--- src/rtl/err_compute.sv ---
// rtl/err_compute.sv - position-weighted IR sensor error producer for the PID path
// Optional ERR_FILT_EN adds a 3:1 smoothing filter on the error output.
module err_compute #(
   parameter int TIMEOUT = 1024
) (
   input  logic        clk,
   input  logic        rst,
   input  logic        strt,
   output logic        a2d_req,
   output logic [2:0]  chnnl,
   input  logic        a2d_rdy,
   input  logic [11:0] a2d_res,
   output logic [11:0] error,
   output logic        err_vld,
   output logic        busy,
   output logic        a2d_flt
);

   typedef enum logic [1:0] {IDLE, REQ, WAIT, DONE} state_t;

   // Last counter value that still leaves room for a2d_rdy; the flag is then seen TIMEOUT cycles after the request.
   localparam logic [15:0] TO_LAST = 16'(TIMEOUT - 2);

   state_t             state, state_nxt;
   logic signed [16:0] acc, acc_nxt, sum;
   logic [16:0]        mag;
   logic [1:0]         shift;
   logic [15:0]        cnt, cnt_nxt;
   logic [2:0]         chnnl_nxt;
   logic [11:0]        error_nxt, raw, err_out;
   logic               vld_nxt, flt_nxt, expire;

   // Left channels weigh 8,4,2,1 outward-in; right channels mirror that as 1,2,4,8.
   always_comb begin
      shift = chnnl[2] ? chnnl[1:0] : ~chnnl[1:0];
      mag   = {5'b0, a2d_res} << shift;
      sum   = chnnl[2] ? acc + signed'(mag) : acc - signed'(mag);
      raw   = 12'(sum >>> 5);
   end

`ifdef ERR_FILT_EN
   logic               filt_ok;
   logic signed [13:0] blend;

   always_ff @(posedge clk) begin
      if (rst || expire)
         filt_ok <= 1'b0;
      else if (vld_nxt)
         filt_ok <= 1'b1;
   end

   always_comb begin
      blend   = 14'sd3 * 14'(signed'(error)) + 14'(signed'(raw));
      err_out = filt_ok ? 12'(blend >>> 2) : raw;
   end
`else
   assign err_out = raw;
`endif

   always_comb begin
      state_nxt = state;
      acc_nxt   = acc;
      cnt_nxt   = cnt;
      chnnl_nxt = chnnl;
      error_nxt = error;
      vld_nxt   = 1'b0;
      flt_nxt   = a2d_flt;
      expire    = 1'b0;
      case (state)
         IDLE: begin
            if (strt) begin
               acc_nxt   = '0;
               chnnl_nxt = '0;
               flt_nxt   = 1'b0;
               state_nxt = REQ;
            end
         end
         REQ: begin
            cnt_nxt   = '0;
            state_nxt = WAIT;
         end
         WAIT: begin
            if (a2d_rdy) begin
               acc_nxt = sum;
               if (chnnl == 3'd7) begin
                  error_nxt = err_out;
                  vld_nxt   = 1'b1;
                  state_nxt = DONE;
               end else begin
                  chnnl_nxt = chnnl + 3'd1;
                  state_nxt = REQ;
               end
            end else if (cnt == TO_LAST) begin
               expire    = 1'b1;
               flt_nxt   = 1'b1;
               state_nxt = IDLE;
            end else begin
               cnt_nxt = cnt + 16'd1;
            end
         end
         DONE: state_nxt = IDLE;
         default: state_nxt = IDLE;
      endcase
   end

   always_ff @(posedge clk) begin
      if (rst) begin
         state   <= IDLE;
         acc     <= '0;
         cnt     <= '0;
         chnnl   <= '0;
         error   <= '0;
         err_vld <= 1'b0;
         a2d_req <= 1'b0;
         busy    <= 1'b0;
         a2d_flt <= 1'b0;
      end else begin
         state   <= state_nxt;
         acc     <= acc_nxt;
         cnt     <= cnt_nxt;
         chnnl   <= chnnl_nxt;
         error   <= error_nxt;
         err_vld <= vld_nxt;
         a2d_req <= (state_nxt == REQ);
         busy    <= (state_nxt != IDLE);
         a2d_flt <= flt_nxt;
      end
   end

endmodule

--- config.mk ---
export PLATFORM = sky130hd
export DESIGN_NAME = err_compute
export DESIGN_NICKNAME = d
export VERILOG_FILES = /design/src/rtl/err_compute.sv
export SDC_FILE = /design/constraint.sdc
export NUM_CORES = 1
export LEC_CHECK = 0
export CAP_MARGIN = 20
export CORE_MARGIN = 2
export CORE_UTILIZATION = 40
export DETAILED_ROUTE_END_ITERATION = 8
export GPL_TIMING_DRIVEN = 0
export HOLD_SLACK_MARGIN = 0.08
export PLACE_DENSITY = 0.63
export SYNTH_ARGS = -nofsm -noshare
export SYNTH_HDL_FRONTEND = slang
export SYNTH_SLANG_ARGS = --single-unit
--- constraint.sdc ---
create_clock -name clk -period 6.49 [get_ports clk]
set_clock_uncertainty 0.15 [all_clocks]
set_input_delay 0.649 -clock clk [delete_from_list [all_inputs] [get_ports clk]]
set_output_delay 0.649 -clock clk [all_outputs]
set_load 0.1 [all_outputs]
# Word-level counts from Yosys, hierarchy flattened
# Cells that the tools add are included.
# Widths: inputs -> output; s select.
[word_totals]
register_bits = 54
input_bits = 16
out_inout_bits = 19
word_cells = 61
[op_classes]
addsub = 4
eq_ne = 12
shifts = 1
muxes = 22
bitwise = 3
reduce_logical = 10
[op_table]
columns = ["cell", "n"]
rows = [
  ["$mux 17", 3],
  ["$pmux 17 s2", 1],
  ["$mux 16", 2],
  ["$pmux 16 s2", 1],
  ["$add 17x17->17", 1],
  ["$shl 12x2->17", 1],
  ["$sub 17x17->17", 1],
  ["$add 16x1->16 const B", 1],
  ["$eq 16x10->1 const B", 1],
  ["$ne 2x2->1 const B", 6],
  ["$mux 2", 5],
  ["$mux 3", 3],
  ["$reduce_and 3->1", 3],
  ["$pmux 2 s4", 1],
  ["$reduce_and 4->1", 2],
  ["$pmux 3 s2", 1],
  ["$reduce_bool 2->1", 3],
  ["$eq 2x1->1 const B", 2],
  ["$eq 2x2->1 const B", 2],
  ["$mux 1", 4],
  ["$add 3x1->3 const B", 1],
  ["$eq 3x3->1 const B", 1],
  ["$reduce_or 3->1", 1],
  ["$logic_not 2->1", 1],
  ["other kinds (3)", 4],
]

# Longest topological paths before layout
[depth]
depth_word = 7
mapped_depth = 22
ltp_nobuf = 19

# Worst setup path before layout
# Ideal clock, no wire load.
[synth_path]
kind = "register to register"
from = "reg chnnl[0]"
to = "reg error[11]"
setup_ns = 0.132
arrival_ns = 4.993
required_time_ns = 6.208
setup_slack_ns = 1.214
path_stages_with_launch = 23
path_buffers = 3
synth_period_minus_slack_ns = 5.276
cell_sequence = "dfxtp_1 -> buf_6 -> xnor2_4 -> buf_4 -> buf_2 -> mux2_2 -> nand2_1 -> ha_1 -> inv_1 -> a2111oi_4 -> and4_4 -> nor3b_4 -> nand2_1 -> mux2i_1 -> o21ai_1 -> ha_1 -> and3_1 -> or4_1 -> o21ai_0 -> a21oi_1 -> xnor3_1 -> nand2_1 -> a21oi_1"
[synth_between]
elab_chain_len = 5
word_cells_on_any_way = 8
cone_classes = "add/sub (2); eq/ne (1); shift (1); mux (2); bitwise (1); reduce/logical (1)"
[synth_rtl]
columns = ["element", "line", "source"]
rows = [
  ["from (decl)", "10", "output logic [2:0] chnnl,"],
  ["from (signal assigned)", "121", "chnnl <= chnnl_nxt;"],
  ["$not 2->2", "35", "shift = chnnl[2] ? chnnl[1:0] : ~chnnl[1:0];"],
  ["$mux 2", "35", ""],
  ["$shl 12x2->17", "36", "mag = {5'b0, a2d_res} << shift;"],
  ["$sub 17x17->17 or $add 17x17->17 (tied branches)", "37", "sum = chnnl[2] ? acc + signed'(mag) : acc - signed'(mag);"],
  ["$mux 17", "37", ""],
  ["to (signal assigned)", "122", "error <= error_nxt;"],
  ["to (decl)", "13", "output logic [11:0] error,"],
]
# Parallel ways exist; a longest one is shown, timed or not.
# A chain may end at the register's enable or synchronous reset.

# Worst setup path after layout
# Same ends and word-level chain as after synthesis.

==> impl_results.md <==
- GRT Resource Usage Total: 18.8%
- CTS clock-pin slew for the worst setup and hold paths: 0.10 ns
- Met2 usage: 33.2%
- I/O pin count: 35
- Hold Path Depth: 2
- DP Cell Count: 666
- Final #Nets: 578
- Die Height: 103 µm
- Clk root buf: clkbuf_8
- Vias/cell: 5.42
- Resized Gates After CTS: 0
- Skew-Pair Late Insertion Delay: 0.31 ns
- GRT busiest layer: met2
- Max-cap check violation count: 0
- Period utilisation layout: 80.2%
- Cts hold-fix bufs: 0
- Status: complete, no violations
- Highest Clock Rate: 192 MHz
- Post-synthesis mux area share: 5.87%
- Seq/Total Area, Yosys: 27.7%
- Share of cells above drive strength 1: 4.99%
- Initial antenna violation count: 0
- R2r startpoint: chnnl[0]
- Die Wd: 103 µm
- Mapped cell area: 3900 µm²
- Complex-gate fraction of the synthesized area: 21.2%
- Die area: 10,600 µm²
- Clk sinks: 54
- First-pass GRT wire length: 15.9 mm
- Worst Path Class, Setup: flop to flop
- Relative slew slack: 34.9%
- Largest family of logic cells by synthesized area: simple AND/OR/NAND/NOR gates
- Std-Cell Rows: 36
- Port Buffers: 30
- Worst Hold Class: flop to flop
- Diode count: 0
- GPL Wtd Cong: 0.885
- Drt pass-1 iters: 4
- Netlist cell types: 60
- Primary FF master, synth: dfxtp_1
- Adder-cell share of the synthesized area: 7.24%
- Final ANT Viol Nets: 0
- CORE AREA: 9640 µm²
- Routed length per instance: 14.3 µm
- Ys Warns: 0
- Num CTS Buffers: 5
- Synth Area in Simple Gates: 24.0%
- RSZ-0062 raised after global routing: no
- Deepest clock path buffer count: 2
- VDD IR max: 0.0000989 V
- CP Capture Type: flop
- Effective utilization at floorplan: 40.5%
- Slew Viols, Final: 0
- Vias in the first global route: 3,372
- Synthesized net count: 541
- Routed via count: 3,650
- Fin Setup TNS: 0 ns
- Crit start category: flop
- Final WL: 9.65 mm
- # setup viols final: 0
- Commonest non-fill, non-tap cell in the layout: nor2_1
- Most frequent cells in the layout: nor2_1 (67), nand2_1 (55), dfxtp_1 (54)
- Final-report hold violation count: 0
- Critical R2R Capture: error[11]
- Worst Hold End: error[2]
- Xor and xnor fraction of the mapped netlist area: 9.36%
- Period minus WS final: 5.21 ns
- Seq cells post-synth: 54
- Cells after synthesis: 503
- EDFF count, synth: 0
- Detailed Place HPWL: 7.48 mm
- Postcts setup bufs: 0
- Avg Cell Area, Syn: 7.76 µm²
- GR Util met1: 24.2%
- Async set-reset flop share out of synthesis: 0%
- Cell Pwr Density: 151 nW/µm²
- Min-delay src: error[2]
- Leakage: 0.00173 µW
- Met3 Use GR: 2.98%
- DRC Markers: 0
- DRT iter0 DRCs: 147
- GR Overflow Total: 0
- Flop2flop setup slack: 1.28 ns
- CP required: 6.53 ns
- Worst-margin pin slew: 0.973 ns
- CTS tree: yes
- Largest net degree at the start of global routing: 17
- Area grow syn2layout: 14.4%
- R2R depth: 22
- Crit-path max FO: 10
- Arr. time, crit path: 5.25 ns
- CTS H-tree lvls: 2
- Final hold slack: 0.313 ns
- Post-Layout Cell Count: 674
[sequential cells by signal (all words and copies together) (netlist names)]
name,count
a2d_req,1
state,2
acc,17
cnt,16
a2d_flt,1
err_vld,1
busy,1
chnnl,3
error,12
[metal layers]
| metal | up-vias | part of all wire (%) |
|---|---|---|
| li1 | 1853 | - |
| met1 | 1742 | 46 |
| met2 | 45 | 51 |
| met3 | 10 | 2.6 |
| met4 | 0 | 1.0 |
| met5 | - | 0 |
[power by group]
group          leakage [µW]  total (µW)  switching (µW)  internal (µW)
sequential         0.000436         338            2.65            336
combinational       0.00125         136            85.0           50.9
clock             0.0000489         202             113           88.5
[synth_stat cells, drive strengths merged (2+ instances only)]
cell	number	share of area (%)
nor2	67	6.4
nand2	55	5.3
dfxtp	54	28
a21oi	52	6.7
ha	21	6.7
xor2	21	4.7
o21ai	18	2.3
xnor2	16	4.1
clkbuf	15	1.4
mux2i	15	3.8
inv	14	1.3
nand3	14	1.8
nor3	13	1.8
buf	11	1.8
nand2b	10	1.6
nor2b	9	1.4
a31oi	7	1.1
and3	7	1.1
o22ai	7	1.1
a21o	5	0.96
a22o	5	1.1
a22oi	5	0.96
mux2	5	1.4
or3	5	0.80
a211oi	4	0.77
and4	4	0.96
o211ai	4	0.77
o21a	4	0.77
o31ai	4	0.77
a21boi	3	0.58
and2	3	0.48
nor3b	3	0.87
a2111oi	2	0.96
a211o	2	0.45
a2bb2oi	2	0.45
nand4	2	0.32
or4	2	0.38
[per-stage QoR]
stage                     setup slack (ns)  area [µm²]  power [µW]  utilization (%)
after detailed placement              1.32        4370         481             45.3
after global placement                1.39        4370         479             45.3
after global routing                 0.992        4470         709             46.3
after CTS                             1.32        4470         682             46.3
final                                 1.28        4470         676             46.3
after floorplan                       1.21        3900         444                -
[kinds of logic (layout without fill, tap and decap cells)]
kind of cell / count (synthesis) / in the layout
and+or+nand+nor: 198 / 198
adders and majority gates: 22 / 22
DFF: 54 / 54
AOI/OAI and AO/OA: 130 / 130
buffers and inverters: 40 / 78
xor gates and xnor gates: 38 / 38
muxes: 21 / 21
[critical path, cell delays in order (launching register included)]
cell	delay, ns
dfxtp_1	0.36
buf_6	0.16
xnor2_4	0.23
buf_4	0.22
buf_2	0.25
mux2_2	0.36
nand2_1	0.09
ha_1	0.19
inv_1	0.07
a2111oi_4	0.35
and4_4	0.32
nor3b_4	0.22
a21oi_1	0.09
o21ai_0	0.19
o21ai_1	0.12
ha_1	0.34
and3_1	0.19
or4_1	0.46
o21ai_0	0.09
a21oi_1	0.10
xnor3_1	0.36
nand2_1	0.08
a21oi_1	0.06
[cell type report]
cell class / count / area (µm²)
sequential: 54 / 1080
timing repair buffer: 30 / 300
clock inverter: 1 / 8.76
inverter: 14 / 52.6
multi-input combinational: 409 / 2650
clock buffer: 7 / 86.3
fill: 1007 / 5170
tap: 133 / 166
buffer: 26 / 125
[how the worst max path moves through the flow]
stage / slack (ns) / depth (start not counted) / startpoint / endpoint
CTS: 1.32 / 22 / chnnl[0] / error[11]
floorplan: 1.21 / 22 / chnnl[0] / error[11]
global route: 0.99 / 22 / chnnl[2] / error[11]
global placement: 1.39 / 20 / a2d_res[0] / error[11]
detailed placement: 1.32 / 20 / a2d_res[0] / error[11]
finish: 1.28 / 22 / chnnl[0] / error[11]
Note: power is estimated with default switching activity, not from simulation.
